$ cat config.mk
export PLATFORM = sky130hd
export DESIGN_NAME = seg_scan_ctrl
export DESIGN_NICKNAME = d
export VERILOG_FILES = /design/src/rtl/seg_scan_ctrl.sv
export SDC_FILE = /design/constraint.sdc
export NUM_CORES = 1
export LEC_CHECK = 0
export ABC_AREA = 0
export BUFFER_PORTS_ARGS = -buffer_cell sky130_fd_sc_hd__buf_4
export CAP_MARGIN = 20
export CORE_MARGIN = 2
export CORE_UTILIZATION = 45
export CTS_BUF_LIST = sky130_fd_sc_hd__clkbuf_8
export DETAILED_ROUTE_END_ITERATION = 7
export PLACE_DENSITY = 0.68
export SYNTH_ARGS = -nofsm -noshare
export SYNTH_HDL_FRONTEND = slang
export SYNTH_SLANG_ARGS = --single-unit
$ cat constraint.sdc
create_clock -name led_clk -period 4.3 [get_ports led_clk]
set_input_delay 0.43 -clock led_clk [delete_from_list [all_inputs] [get_ports led_clk]]
set_output_delay 0.43 -clock led_clk [all_outputs]
set_load 0.005 [all_outputs]
$ cat src/rtl/seg_scan_ctrl.sv
// Multiplexed 7-segment scan engine: GROUPS banks of DIGITS digits share one digit-select bus.
// Double-buffered frame load, per-digit blink, per-bank leading-zero blanking, frame-gated brightness.
module seg_scan_ctrl #(
    parameter int DIGITS       = 4,
    parameter int GROUPS       = 2,
    parameter int BLINK_FRAMES = 64
) (
    input  logic                       led_clk,
    input  logic                       rstn,
    input  logic                       load,
    input  logic [GROUPS*DIGITS*5-1:0] glyph_in,
    input  logic [GROUPS*DIGITS-1:0]   dp_in,
    input  logic [GROUPS*DIGITS-1:0]   blink_in,
    input  logic [GROUPS-1:0]          lz_en,
    input  logic [1:0]                 bright,
    output logic [GROUPS*7-1:0]        seg_out,
    output logic [GROUPS-1:0]          dp_out,
    output logic [DIGITS-1:0]          mux_out,
    output logic                       frame_tick,
    output logic                       pending
);
    localparam int N     = GROUPS * DIGITS;
    localparam int IDX_W = (DIGITS > 1) ? $clog2(DIGITS) : 1;
    localparam int FC_W  = (BLINK_FRAMES > 1) ? $clog2(BLINK_FRAMES) : 1;
    localparam logic [IDX_W-1:0]  LAST_IDX   = IDX_W'(DIGITS - 1);
    localparam logic [FC_W-1:0]   LAST_FRAME = FC_W'(BLINK_FRAMES - 1);
    localparam logic [N*5-1:0]    ALL_BLANK  = {N{5'd15}};
    localparam logic [DIGITS-1:0] MUX_FIRST  = DIGITS'(1);

    function automatic logic [6:0] decode_glyph(input logic [4:0] code);
        logic [6:0] seg;
        case (code)
            5'd0:    seg = 7'b1111110;
            5'd1:    seg = 7'b0110000;
            5'd2:    seg = 7'b1101101;
            5'd3:    seg = 7'b1111001;
            5'd4:    seg = 7'b0110011;
            5'd5:    seg = 7'b1011011;
            5'd6:    seg = 7'b1011111;
            5'd7:    seg = 7'b1110000;
            5'd8:    seg = 7'b1111111;
            5'd9:    seg = 7'b1111011;
            5'd10:   seg = 7'b1011011;
            5'd11:   seg = 7'b1001111;
            5'd12:   seg = 7'b0001110;
            5'd13:   seg = 7'b1001110;
            5'd14:   seg = 7'b0001111;
            5'd16:   seg = 7'b0000001;
            5'd17:   seg = 7'b1100111;
            5'd18:   seg = 7'b1011011;
            default: seg = 7'b0000000;
        endcase
        return seg;
    endfunction

    logic [IDX_W-1:0]    r_idx;
    logic [FC_W-1:0]     r_frame_cnt;
    logic                r_blink_ph;
    logic [1:0]          r_fph;
    logic [N*5-1:0]      r_act_glyph;
    logic [N-1:0]        r_act_dp;
    logic [N-1:0]        r_act_blink;
    logic [N*5-1:0]      r_pnd_glyph;
    logic [N-1:0]        r_pnd_dp;
    logic [N-1:0]        r_pnd_blink;
    logic                r_pending;
    logic [GROUPS*7-1:0] r_seg;
    logic [GROUPS-1:0]   r_dp;
    logic [DIGITS-1:0]   r_mux;
    logic                r_tick;

    logic                w_boundary;
    logic                w_lit;
    logic [N-1:0]        w_zrun;
    logic                w_run;
    logic                w_blank;
    logic [4:0]          w_code;
    logic [GROUPS*7-1:0] w_seg_nxt;
    logic [GROUPS-1:0]   w_dp_nxt;
    logic [DIGITS-1:0]   w_mux_nxt;

    assign w_boundary = (r_idx == LAST_IDX);

    // Digit slot counter plus the per-frame blink and brightness counters.
    always_ff @(posedge led_clk or negedge rstn) begin
        if (!rstn) begin
            r_idx       <= {IDX_W{1'b0}};
            r_frame_cnt <= {FC_W{1'b0}};
            r_blink_ph  <= 1'b0;
            r_fph       <= 2'd0;
        end else begin
            r_idx <= w_boundary ? {IDX_W{1'b0}} : r_idx + IDX_W'(1);
            if (w_boundary) begin
                r_fph <= r_fph + 2'd1;
                if (r_frame_cnt == LAST_FRAME) begin
                    r_frame_cnt <= {FC_W{1'b0}};
                    r_blink_ph  <= ~r_blink_ph;
                end else begin
                    r_frame_cnt <= r_frame_cnt + FC_W'(1);
                end
            end
        end
    end

    // Double buffer: the active frame only changes at a frame boundary, so no tearing.
    always_ff @(posedge led_clk or negedge rstn) begin
        if (!rstn) begin
            r_act_glyph <= ALL_BLANK;
            r_act_dp    <= {N{1'b0}};
            r_act_blink <= {N{1'b0}};
            r_pnd_glyph <= ALL_BLANK;
            r_pnd_dp    <= {N{1'b0}};
            r_pnd_blink <= {N{1'b0}};
            r_pending   <= 1'b0;
        end else if (load && w_boundary) begin
            r_act_glyph <= glyph_in;
            r_act_dp    <= dp_in;
            r_act_blink <= blink_in;
            r_pending   <= 1'b0;
        end else if (load) begin
            r_pnd_glyph <= glyph_in;
            r_pnd_dp    <= dp_in;
            r_pnd_blink <= blink_in;
            r_pending   <= 1'b1;
        end else if (w_boundary && r_pending) begin
            r_act_glyph <= r_pnd_glyph;
            r_act_dp    <= r_pnd_dp;
            r_act_blink <= r_pnd_blink;
            r_pending   <= 1'b0;
        end else begin
            r_pending   <= r_pending;
        end
    end

    // Next-slot segment image; priority is unlit frame > blink-off > leading-zero blank > decode.
    always_comb begin
        w_lit     = (r_fph <= bright);
        w_mux_nxt = w_lit ? (MUX_FIRST << r_idx) : {DIGITS{1'b0}};
        w_seg_nxt = {(GROUPS*7){1'b0}};
        w_dp_nxt  = {GROUPS{1'b0}};
        w_zrun    = {N{1'b0}};
        w_run     = 1'b0;
        w_blank   = 1'b0;
        w_code    = 5'd0;
        for (int g = 0; g < GROUPS; g++) begin
            // w_zrun[k]: digit k and every digit above it are zero with no dp.
            w_run = 1'b1;
            for (int k = DIGITS - 1; k >= 0; k--) begin
                w_run = w_run & (r_act_glyph[(g*DIGITS + k)*5 +: 5] == 5'd0)
                              & ~r_act_dp[g*DIGITS + k];
                w_zrun[g*DIGITS + k] = w_run;
            end
            w_code  = r_act_glyph[(g*DIGITS + int'(r_idx))*5 +: 5];
            w_blank = (r_blink_ph & r_act_blink[g*DIGITS + int'(r_idx)])
                    | (lz_en[g] & (r_idx != {IDX_W{1'b0}}) & w_zrun[g*DIGITS + int'(r_idx)]);
            if (!w_lit || w_blank) begin
                w_seg_nxt[g*7 +: 7] = 7'b0000000;
                w_dp_nxt[g]         = 1'b0;
            end else begin
                w_seg_nxt[g*7 +: 7] = decode_glyph(w_code);
                w_dp_nxt[g]         = r_act_dp[g*DIGITS + int'(r_idx)];
            end
        end
    end

    // Output registers: select, segments and dp move together on one edge.
    always_ff @(posedge led_clk or negedge rstn) begin
        if (!rstn) begin
            r_mux  <= MUX_FIRST;
            r_seg  <= {(GROUPS*7){1'b0}};
            r_dp   <= {GROUPS{1'b0}};
            r_tick <= 1'b0;
        end else begin
            r_mux  <= w_mux_nxt;
            r_seg  <= w_seg_nxt;
            r_dp   <= w_dp_nxt;
            r_tick <= w_boundary;
        end
    end

    assign seg_out    = r_seg;
    assign dp_out     = r_dp;
    assign mux_out    = r_mux;
    assign frame_tick = r_tick;
    assign pending    = r_pending;

endmodule

Word-level counts from Yosys, hierarchy flattened
Memory sizes are Yosys's and may differ from the RTL's.
Index checks and enable logic that the tools add are counted.
{ "word_totals": {"register_bits": 145, "latch_bits": 0, "ramBits": 0, "romBits": 448, "in_bits": 63, "n_memories": 2} }
{ "op_classes": {"addsub": 4, "n_mul": 2, "div": 0, "order_cmp": 3, "n_eq_ne": 3, "shifts": 3, "muxes": 34, "bitwise": 32, "n_reduce_logical": 19} }
{ "mem_list": {"columns": ["name", "depth", "width", "read_ports", "rd_ports_with_merged_regs", "write_ports", "line_no", "source"], "rows": [
  ["(name not given)", 32, 7, 1, 0, 0, "32", "case (code)"],
  ["(name not given)", 32, 7, 1, 0, 0, "32", null]
]} }
{ "ops": {"columns": ["cell", "count"], "rows": [
  ["2-to-1 mux 40 bit", 3],
  ["2-to-1 mux 8 bit", 6],
  ["zero test 5 bit", 8],
  ["variable part select 40 x 32 -> 5 bit", 1],
  ["variable part select 40 x 6 -> 5 bit", 1],
  ["multiplier 32 x 4 -> 32 bit (second input constant)", 1],
  ["bitwise AND 1 bit", 20],
  ["2-to-1 mux 1 bit", 14],
  ["2-to-1 mux 7 bit", 2],
  ["inverter 1 bit", 10],
  ["binary-select mux 1 bit (select 3 bit)", 3],
  ["adder 6 x 1 -> 6 bit (second input constant)", 1],
  ["binary-select mux 1 bit (select 2 bit)", 3],
  ["equality test 6 bit (second input constant)", 1],
  ["2-to-1 mux 6 bit", 1],
  ["AND reduction 2 bit", 3],
  ["multiplier 2 x 3 -> 5 bit (second input constant)", 1],
  ["adder 2 x 1 -> 2 bit (second input constant)", 2],
  ["adder 3 x 2 -> 4 bit (first input constant)", 1],
  ["less-than comparator 2 x 4 -> 1 bit (second input constant)", 1],
  ["less-than comparator 4 bit (second input constant)", 1],
  ["2-to-1 mux 4 bit", 1],
  ["nonzero test 2 bit", 2],
  ["<< shifter 1 x 2 -> 4 bit (first input constant)", 1],
  ["9 further kinds", 12]
]} }

Depth between registers and ports, before layout
Gate-level depths: netlist of run 1.
{ "logic_depth": {"word_depth": 15, "depth_mapped": 14, "mapped_depth_nobuf": 10} }

Worst setup path after synthesis of run 1
Ideal clock, no wire load.
{ "synth_path": {"path_type": "reg2reg", "from": "register r_idx[1]", "to": "register r_seg[7], in the netlist seg_out[7]", "t_arrival_ps": 3060, "setup_slack_ps": 1162, "path_stages_with_launch": 14, "cell_sequence": "dfrtp_1 -> buf_6 -> buf_12 -> buf_4 -> inv_1 -> ha_1 -> buf_2 -> mux4_1 -> nand2b_1 -> a32oi_1 -> inv_1 -> ha_1 -> or3_1 -> a21oi_1"} }
{ "synth_between": {"elab_chain_len": 8, "word_cells_on_any_way": 17, "classes_between": "add/sub: 1; mul: 1; shift: 1; mux: 7; bitwise: 4; reduce/logical: 2; memory: 1"} }
{ "synth_rtl": {"columns": ["item", "line_no", "source"], "rows": [
  ["from (decl)", "56", "logic [IDX_W-1:0] r_idx;"],
  ["from (signal assigned)", "87", "r_idx <= {IDX_W{1'b0}};"],
  ["from (signal assigned)", "92", "r_idx <= w_boundary ? {IDX_W{1'b0}} : r_idx + IDX_W'(1);"],
  ["parallel branches: the longest is 7 deep, another holds multiplier 32 x 4 -> 32 bit", null, null],
  ["2-to-1 mux 7 bit (*)", "156", "if (!w_lit || w_blank) begin"],
  ["via w_seg_nxt[7]", "78", "logic [GROUPS*7-1:0] w_seg_nxt;"],
  ["to (signal assigned)", "170", "r_seg <= {(GROUPS*7){1'b0}};"],
  ["to (signal assigned)", "175", "r_seg <= w_seg_nxt;"],
  ["to (decl)", "67", "logic [GROUPS*7-1:0] r_seg;"]
]} }
Mark *: on every way through the listed nets, which the timed path passes. The select of a mux whose other input is x is not followed.
A chain may end at the register's enable or synchronous reset.

Worst setup path after layout of run 1
Ends and elaborated chain as after synthesis.

==> impl_metrics.py, run 1 <==
metrics = {
    "critical_path": {
        "cp_max_fo": 17,
        "crit_slowest_cell": "ha_1",
        "end_kind": "register",
        "rr_worst_depth": 10,
        "crit_chain": "buf_4, inv_1, ha_1, mux4_1, nand2b_1, a32oi_1, inv_1, ha_1, or3_1, a21oi_1",
        "crit_type": "register to register",
        "cp-start-kind": "register",
        "cp.required_ns": 4.67,
        "startpoint": "r_idx[1]$_DFF_PN0_",
        "crit_arrival_ns": 3.86,
        "r2r-end": "seg_out[7]$_DFF_PN0_",
        "reg2reg_slack_ns": 0.81,
        "r2r-start": "r_idx[1]$_DFF_PN0_",
        "slowest_delay_ns": 0.58,
    },
    "timing": {
        "finalCritPeriodShare_pct": 81.2,
        "setup_viol": 0,
        "relSlewSlack_pct": 30.7,
        "slew_violations": 0,
        "clock_skew_ns": 0.0140,
        "min_period_ns": 3.49,
        "hold_viol": 0,
        "worstMarginPinSlew_ns": 1.04,
        "timing.fmax_ghz": 0.287,
        "tns_ns": 0,
        "rsz0062_at_grt": "no",
    },
    "synthesis": {
        "syn_inst": 589,
        "syn-cell-area_mm2": 0.00736,
        "synth_seq_area_share_pct": 50.4,
        "synth_flop_cell": "dfrtp_1",
        "synth_seq_cells": 145,
        "synth_edf_count": 0,
        "synth_nets": 671,
        "async_flop_share_pct": 100,
        "ys_types": 55,
        "synth.avg_cell_area_um2": 12.5,
        "ys_warn_count": 0,
    },
    "finish": {
        "final_area_mm2": 0.00857,
        "fillers": 1372,
        "n_antenna_cell": 0,
        "syn2layout_area_growth_pct": 16.5,
        "layout.nets": 736,
        "drive_gt1_share_pct": 40.3,
    },
    "pwr": {
        "pwr_density_cell_mw_per_mm2": 384,
        "leakage_nw": 3.67,
        "ir_drop_uv": 190,
        "power_mw": 3.29,
    },
    "global_routing": {
        "grt_first_pass_wirelength_mm": 27.5,
        "grt_pass1_vias": 5364,
        "overflow": 0,
        "grt.total_usage_pct": 19.7,
        "antenna_found_initial": 0,
        "grt_max_degree": 110,
    },
    "clock_network": {
        "cts-hold-fix-buffers": 0,
        "clock_sinks": 145,
        "post-cts-setup-buffers": 0,
        "clk_path_buf_depth": 2,
        "clkTransAtPathRegs_ns": 0.08,
        "ctsResizeCount": 0,
        "cts_root_buffer": "clkbuf_8",
        "clk-insertion-delay-late_ns": 0.45,
        "cts_max_level": 4,
        "cts_tree": "built",
        "numCtsBuffers": 17,
    },
    "floorplanning": {
        "num_io_pins": 85,
        "rows": 46,
        "die_h_um": 132,
        "start_util_pct": 46.1,
        "core-area_mm2": 0.0159,
        "die_area_mm2": 0.0174,
        "die_w_um": 132,
    },
    "route": {
        "drc": 0,
        "via_per_inst": 5.77,
        "drt_iter0_drc": 408,
        "via_count": 5099,
        "postRouteAntennaNets": 0,
        "finalWirelength_mm": 16.4,
        "first_pass_iters": 4,
        "drt-wirelength-per-cell_um": 18.5,
    },
    "place": {
        "portBuffers": 84,
        "gp_congestion": 0.873,
        "dpl_cell_area_mm2": 0.00815,
        "hpwl_mm": 11.1,
    },
    "job": {
        "cap_violations": 0,
    },
    "worst_hold_path": {
        "min_path_type": "input port to async pin",
    },
    "run_status": {
        "status": "completed",
    },
}
-- area by class of cell --
cell class | instances | area, um^2 | share of cell area, %
multi-input combinational | 384 | 3410 | 39.8
clock buffer | 22 | 303 | 3.53
timing repair buffer | 92 | 707 | 8.25
sequential | 145 | 3710 | 43.3
tap | 216 | 270 | 3.15
clock inverter | 10 | 119 | 1.39
inverter | 14 | 52.6 | 0.613
-- per-layer routing --
layer,vias to the layer above,share of wire [%],global-route usage (%)
met5,-,0,0
met4,0,1.8,8.39
met3,24,5.4,4.42
met2,142,47,30.2
met1,2557,46,27.1
li1,2376,-,-
-- synthesized netlist by cell type (12+ instances only) --
cell type	n	share of area [%]
inv_1	14	0.71
mux2i_1	12	1.6
o21ai_0	12	0.82
nor2_1	35	1.8
a22o_1	113	13
ha_1	19	3.2
a21oi_1	18	1.2
mux4_2	14	4.3
mux2_2	61	9.3
dfstp_2	65	23
clkbuf_1	26	1.3
dfrtp_1	80	27
nand2_1	16	0.82
-- power breakdown --
part	switching [mW]	internal [mW]	total, mW
clock	0.489	0.640	1.13
sequential	0.0953	1.55	1.64
combinational	0.237	0.287	0.524
-- sequential cells by signal (all words and copies together), names as in the netlist --
name         cells
r_idx            2
r_act_glyph     40
r_frame_cnt      6
r_fph            2
pending          1
dp_out           2
r_blink_ph       1
mux_out          4
r_pnd_dp         8
r_act_blink      8
r_pnd_blink      8
seg_out         14
r_act_dp         8
r_pnd_glyph     40
frame_tick       1
-- metrics by stage --
stage	cells	utilization [%]	hold WS (ns)	setup slack [ns]
global route	883	53.8	0.184	0.590
global placement	850	51.0	0.460	1.06
CTS	883	53.8	0.152	0.864
finish	883	53.8	0.0524	0.810
detailed placement	851	51.1	0.475	0.888
floorplan	589	-	0.134	1.16
-- cells by family after synthesis --
logic type / count (synthesis) / share of synthesized area [%]
compound gates: 172 / 19.0
flops: 145 / 50.4
simple gates: 94 / 6.43
mux: 90 / 16.2
buf+inv: 60 / 3.62
fa+ha+maj: 19 / 3.23
xor+xnor: 9 / 1.07
-- how the worst max path moves through the flow --
stage,end,depth (start not counted),slack (ns)
floorplan,seg_out[7]$_DFF_PN0_,13,1.16
global placement,seg_out[7]$_DFF_PN0_,10,1.06
detailed placement,seg_out[7]$_DFF_PN0_,10,0.89
CTS,seg_out[7]$_DFF_PN0_,10,0.86
global route,seg_out[7]$_DFF_PN0_,10,0.59
finish,seg_out[7]$_DFF_PN0_,10,0.81
-- worst max-delay path, delay by kind of cell (launching register included) --
family                   cells  cell delay [ns]
adder cells (fa/ha/maj)      2             0.89
AO/OA/AOI/OAI                2             0.68
multiplexers                 1             0.35
buffers and inverters        3             0.59
AND/OR/NAND/NOR              2             0.54
flip-flops                   1             0.36
-- layout by cell type, fill, tap and decap left out, drive strengths merged, types with 6 or more instances in the layout --
cell and count:
a22o 113, buf 92, dfrtp 80, dfstp 65
mux2 62, nor2 36, clkbuf 22, inv 19
ha 19, a21oi 18, nand2 16, mux4 16
mux2i 12, o21ai 12, nor2b 9, nor4 6
nand4 6, xnor2 6
No activity file was read; power rests on OpenSTA's default activity.
==> run 2, diff against run 1 <==
--- a/config.mk
+++ b/config.mk
@@ -5,7 +5,7 @@
 export SDC_FILE = /design/constraint.sdc
 export NUM_CORES = 1
 export LEC_CHECK = 0
-export ABC_AREA = 0
+export ABC_AREA = 1
 export BUFFER_PORTS_ARGS = -buffer_cell sky130_fd_sc_hd__buf_4
 export CAP_MARGIN = 20
 export CORE_MARGIN = 2
==> constraint.sdc (replaced) <==
create_clock -name led_clk -period 3.4 [get_ports led_clk]
set_input_delay 0.34 -clock led_clk [delete_from_list [all_inputs] [get_ports led_clk]]
set_output_delay 0.34 -clock led_clk [all_outputs]
set_load 0.005 [all_outputs]
==> run 2 against run 1 <==
Net effect: global-route usage rose by 2.0 points; register-to-register slack lost 0.30 ns; die area rose by 3.1%; count of clock-buffer cells in the layout shrank 4; highest routed layer unchanged.
==> impl_metrics.py, run 2 <==
metrics = {
    "synthesis": {
        "synth_top_area_share_pct": 26.4,
        "synth_nets": 939,
        "synth_edf_count": 0,
        "synth_area_leaders": "dfrtp_1 (26%), dfstp_2 (22%), mux2_2 (8.3%)",
        "synth.avg_cell_area_um2": 8.86,
        "synth_flop_cell": "dfrtp_1",
        "ys_types": 34,
        "synth_commonest_cells": "nand2_1 (119), inv_1 (92), dfrtp_1 (80)",
        "synth_seq_cells": 145,
        "synth_top_cell_by_area": "dfrtp_1",
        "syn-cell-area_mm2": 0.00759,
        "yosysMostFrequentCell": "nand2_1",
        "syn_inst": 857,
        "synth_seq_area_share_pct": 48.9,
        "ys_warn_count": 0,
        "async_flop_share_pct": 100,
    },
    "floorplanning": {
        "core-area_mm2": 0.0165,
        "rows": 47,
        "die_h_um": 134,
        "num_io_pins": 85,
        "die_w_um": 134,
        "start_util_pct": 45.9,
        "die_area_mm2": 0.0179,
    },
    "clock_network": {
        "numCtsBuffers": 17,
        "clk_path_buf_depth": 2,
        "cts_max_level": 4,
        "cts_root_buffer": "clkbuf_8",
        "clock_sinks": 145,
        "clkTransAtPathRegs_ns": 0.08,
        "cts_tree": "built",
        "clk-insertion-delay-late_ns": 0.46,
        "post-cts-setup-buffers": 0,
    },
    "finish": {
        "n_antenna_cell": 0,
        "instances_no_fill": 1156,
        "layout_common_cells": "nand2_1 (118), inv_1 (94), buf_4 (92)",
        "layout_commonest_cell": "nand2_1",
        "syn2layout_area_growth_pct": 16.3,
        "layout.nets": 1005,
        "post-route-util_pct": 53.4,
        "drive_gt1_share_pct": 28.8,
    },
    "route": {
        "via_count": 6291,
        "drt_iter0_drc": 508,
        "drc": 0,
        "via_per_inst": 5.44,
        "first_pass_iters": 5,
        "finalWirelength_mm": 18.8,
        "postRouteAntennaNets": 0,
        "drt-wirelength-per-cell_um": 16.3,
    },
    "place": {
        "gp_congestion": 0.912,
        "hpwl_mm": 12.5,
        "portBuffers": 84,
        "place_inst": 1123,
        "place_worst_setup_slack_ns": 0.565,
    },
    "critical_path": {
        "slowest_delay_ns": 0.53,
        "crit_type": "register to register",
        "crit_slowest_cell": "dfrtp_1",
        "cp-start-kind": "register",
        "crit_chain": "buf_4, ha_2, inv_1, nor4_1, a21oi_1, inv_1, ha_1, nand3b_1, a21oi_1, nand2_1, nor2_1",
        "crit_arrival_ns": 3.28,
        "cp_max_fo": 25,
        "cp.required_ns": 3.79,
        "end_kind": "register",
    },
    "global_routing": {
        "grt_pass1_vias": 6089,
        "antenna_found_initial": 0,
        "grt_max_degree": 113,
        "gr-max-usage-layer": "met2",
        "gr-usage-met3_pct": 4.20,
        "overflow": 0,
        "grt.total_usage_pct": 21.7,
        "use_met2_pct": 35.2,
        "met1_usage_pct": 29.7,
        "grt_first_pass_wirelength_mm": 30.9,
    },
    "timing": {
        "finalCritPeriodShare_pct": 85.0,
        "slew_violations": 0,
        "setup_ws_ns": 0.511,
        "tns_ns": 0,
        "min_period_ns": 2.89,
        "timing.fmax_ghz": 0.346,
        "setup_viol": 0,
        "rsz0062_at_grt": "no",
        "worstMarginPinSlew_ns": 0.783,
        "relSlewSlack_pct": 47.8,
        "clock_skew_ns": 0.0117,
        "hold_viol": 0,
    },
    "pwr": {
        "pwr_density_cell_mw_per_mm2": 469,
        "ir_drop_uv": 244,
        "leakage_nw": 4.07,
    },
    "run_status": {
        "status": "completed",
    },
    "job": {
        "cap_violations": 0,
    },
    "worst_hold_path": {
        "min_path_type": "input port to register",
    },
}
-- run 2: path summary, 6_finish.rpt --
path	start	endpoint	slack, ns	cells after the start
min in group asynchronous	rstn	r_pnd_dp[4]$_DFFE_PN0P_	0.46	2
worst max register to register	r_idx[0]$_DFF_PN0_	seg_out[7]$_DFF_PN0_	0.51	11
worst min-delay path	glyph_in[12]	r_pnd_glyph[12]$_DFFE_PN1P_	0.12	2
worst min register to register	r_fph[1]$_DFFE_PN0P_	r_fph[1]$_DFFE_PN0P_	0.49	1
max in group asynchronous	rstn	pending$_DFFE_PN0P_	2.14	3
worst max-delay path	r_idx[0]$_DFF_PN0_	seg_out[7]$_DFF_PN0_	0.51	11
-- run 2: cell type report --
cell class | count | area, um^2
clock buffers | 18 | 248
clock inverters | 14 | 164
fillers | 1511 | 7690
inverters | 101 | 379
multi-input cells | 561 | 3280
flip-flops and latches | 145 | 3710
well taps | 220 | 275
repair buffers | 97 | 772
-- run 2: logic make-up (layout without fill, tap and decap cells) --
group | after synthesis | count (layout) | share of synthesized area, %
multiplexers | 56 | 56 | 8.31
buffers and inverters | 151 | 230 | 8.09
adder cells (fa/ha/maj) | 19 | 19 | 3.13
XOR/XNOR | 6 | 6 | 0.692
AND/OR/NAND/NOR | 242 | 242 | 13.9
flip-flops | 145 | 145 | 48.9
AO/OA/AOI/OAI | 238 | 238 | 17.1
-- run 2: power breakdown --
part	switching (mW)	leakage, nW	internal [mW]
logic	0.371	2.21	0.301
registers	0.0865	1.65	1.95
clock network	0.686	0.212	0.742
-- run 2: what timing repair did --
item,4_1_cts,5_1_grt
endpoints found under the setup margin,0,0
endpoints found under the hold margin,43,0
resized for setup,0,0
hold buffers,1,0
-- run 2: routing by layer --
metal / wire, um / share of wire [%] / vias to the layer above
met1: 8720 / 46 / 3025
met2: 8870 / 47 / 180
met4: 362 / 1.9 / 0
met3: 852 / 4.5 / 34
met5: 0 / 0 / -
li1: - / - / 3052
-- run 2: worst max-delay path, delay by kind of cell (launching register included) --
kind                     cells  cell delay [ns]
AND/OR/NAND/NOR              4             0.45
AO/OA/AOI/OAI                2             0.59
buffers and inverters        3             0.75
flip-flops                   1             0.53
adder cells (fa/ha/maj)      2             0.49
-- run 2: per-stage QoR --
stage               power (mW)  hold WS [ns]  cell area [um^2]
finish                    4.14         0.116              8830
global route              4.35        0.0929              8830
CTS                       4.18        0.0868              8830
detailed placement        2.74         0.401              8410
global placement          2.73         0.399              8410
floorplan                 2.46        0.0444              7590
==> run 3, diff against run 2 <==
--- a/config.mk
+++ b/config.mk
@@ -12,7 +12,7 @@
 export CORE_UTILIZATION = 45
 export CTS_BUF_LIST = sky130_fd_sc_hd__clkbuf_8
 export DETAILED_ROUTE_END_ITERATION = 7
-export PLACE_DENSITY = 0.68
+export PLACE_DENSITY = 0.7
 export SYNTH_ARGS = -nofsm -noshare
 export SYNTH_HDL_FRONTEND = slang
 export SYNTH_SLANG_ARGS = --single-unit
==> constraint.sdc (replaced) <==
create_clock -name led_clk -period 2.6 [get_ports led_clk]
set_input_delay 0.26 -clock led_clk [delete_from_list [all_inputs] [get_ports led_clk]]
set_output_delay 0.26 -clock led_clk [all_outputs]
set_load 0.005 [all_outputs]
==> run 3 against run 2 <==
Net effect: critical path type unchanged; register-to-register slack lost 0.27 ns; count of clock-buffer cells in the layout shrank 1; non-clock buffer count grew 14; routed wire length grew 0.46%; sequential power grew 31%; power grew 31%; first-iteration DRC count shrank 3.0%; worst setup slack lost 0.27 ns.
==> impl_metrics.py, run 3 (same netlist as run 2, synthesis figures left out) <==
metrics = {
    "place": {
        "portBuffers": 84,
        "gp_congestion": 0.924,
        "hpwl_mm": 12.9,
        "place_inst": 1135,
    },
    "global_routing": {
        "grt_max_degree": 81,
        "grt.total_usage_pct": 22.0,
        "gr-max-usage-layer": "met2",
        "antenna_found_initial": 0,
        "grt_first_pass_wirelength_mm": 31.2,
        "gr-usage-met3_pct": 4.04,
        "grt_pass1_vias": 6239,
        "use_met2_pct": 35.4,
        "met1_usage_pct": 29.9,
        "overflow": 0,
    },
    "critical_path": {
        "crit_type": "register to register",
        "crit_arrival_ns": 2.73,
        "slowest_delay_ns": 0.41,
        "cp.required_ns": 2.97,
        "startpoint": "r_idx[0]$_DFF_PN0_",
        "r2r-start": "r_idx[0]$_DFF_PN0_",
        "end_kind": "register",
        "cp_max_fo": 26,
        "rr_worst_depth": 14,
        "crit_slowest_cell": "dfrtp_1",
        "crit_top_cell": "nand2_1",
        "cp-start-kind": "register",
        "crit_chain": "inv_2, buf_6, nand2_1, o21a_1, o21ai_1, nor2_1, nor4_1, a21oi_2, buf_4, ha_1, nand3_1, nand2_1, nand2_1, a21oi_1",
    },
    "worst_hold_path": {
        "hp-start": "glyph_in[9]",
        "hold_depth": 2,
        "min_path_type": "input port to register",
    },
    "route": {
        "postRouteAntennaNets": 0,
        "via_per_inst": 5.42,
        "via_count": 6339,
        "drt_iter0_drc": 493,
        "drc": 0,
        "drt-wirelength-per-cell_um": 16.1,
        "finalWirelength_mm": 18.9,
        "first_pass_iters": 5,
    },
    "finish": {
        "layout_common_cells": "nand2_1 (118), buf_4 (104), inv_1 (93)",
        "layout_commonest_cell": "nand2_1",
        "layout.nets": 1019,
        "n_antenna_cell": 0,
        "instances_no_fill": 1170,
        "multi_input_area_mm2": 0.00329,
        "fillers": 1503,
        "regArea_mm2": 0.00371,
        "drive_gt1_share_pct": 30.2,
        "syn2layout_area_growth_pct": 17.9,
    },
    "timing": {
        "tns_ns": 0,
        "slew_violations": 0,
        "finalCritPeriodShare_pct": 90.8,
        "clock_skew_ns": 0.0142,
        "setup_viol": 0,
        "worstMarginPinSlew_ns": 0.780,
        "min_period_ns": 2.36,
        "hold_viol": 0,
        "timing.fmax_ghz": 0.424,
        "rsz0062_at_grt": "no",
        "relSlewSlack_pct": 48.0,
    },
    "run_status": {
        "status": "completed",
    },
    "clock_network": {
        "numCtsBuffers": 17,
        "clkTransAtPathRegs_ns": 0.09,
        "cts_max_level": 4,
        "clk-insertion-delay-late_ns": 0.46,
        "cts_root_buffer": "clkbuf_8",
        "clk_path_buf_depth": 2,
        "clock_sinks": 145,
        "cts_tree": "built",
    },
    "floorplanning": {
        "die_h_um": 134,
        "die_area_mm2": 0.0179,
        "num_io_pins": 85,
        "die_w_um": 134,
        "start_util_pct": 45.9,
        "rows": 47,
        "core-area_mm2": 0.0165,
    },
    "pwr": {
        "ir_drop_uv": 363,
        "power_mw": 5.43,
        "leakage_nw": 4.13,
        "pwr_density_cell_mw_per_mm2": 607,
    },
    "job": {
        "cap_violations": 0,
    },
}
-- run 3: cell type report --
type / instances / area share (%)
flip-flops and latches: 145 / 41.4
multi-input cells: 561 / 36.7
repair buffers: 111 / 9.88
inverters: 101 / 4.23
well taps: 220 / 3.07
clock buffers: 17 / 2.61
clock inverters: 15 / 2.03
-- run 3: power breakdown --
group / internal, mW / switching (mW)
Clock: 0.957 / 0.919
Combinational: 0.403 / 0.488
Sequential: 2.56 / 0.111
Total: 3.92 / 1.52
-- run 3: path summary, 6_finish.rpt --
kind,end,slack (ns)
max,seg_out[8]$_DFF_PN0_,0.24
min,r_pnd_glyph[9]$_DFFE_PN0P_,0.04
max reg2reg,seg_out[8]$_DFF_PN0_,0.24
min reg2reg,r_fph[1]$_DFFE_PN0P_,0.49
max in group asynchronous,r_pnd_glyph[23]$_DFFE_PN1P_,1.40
min in group asynchronous,r_pnd_glyph[14]$_DFFE_PN0P_,0.41
-- run 3: per-layer routing --
metal	wire length, um	share of wire (%)
met1	8680	46
met2	8990	48
met3	831	4.4
met4	391	2.1
met5	0	0
-- run 3: repair_timing --
action                                 CTS  global route
endpoints found under the hold margin   57             0
setup endpoints to repair                0             6
hold buffers                             1             0
gates resized for setup                  0             3
buffers inserted                         0             2
-- run 3: critical path: cells and delay by family, from the launching register on --
family	cells	cell delay (ns)
flip-flops	1	0.41
buffers and inverters	3	0.43
adder cells (fa/ha/maj)	1	0.35
AND/OR/NAND/NOR	6	0.61
AO/OA/AOI/OAI	4	0.46
-- run 3: metrics by stage --
step / setup slack (ns) / area [um^2] / hold WS, ns / utilization [%]
4_1_cts: 0.165 / 8930 / 0.0142 / 54.0
5_1_grt: 0.0562 / 8950 / 0.00880 / 54.2
6_report: 0.240 / 8950 / 0.0427 / 54.2
2_1_floorplan: 0.0471 / 7600 / -0.0356 / -
3_3_place_gp: 0.274 / 8500 / 0.347 / 51.5
3_5_place_dp: 0.182 / 8500 / 0.348 / 51.5
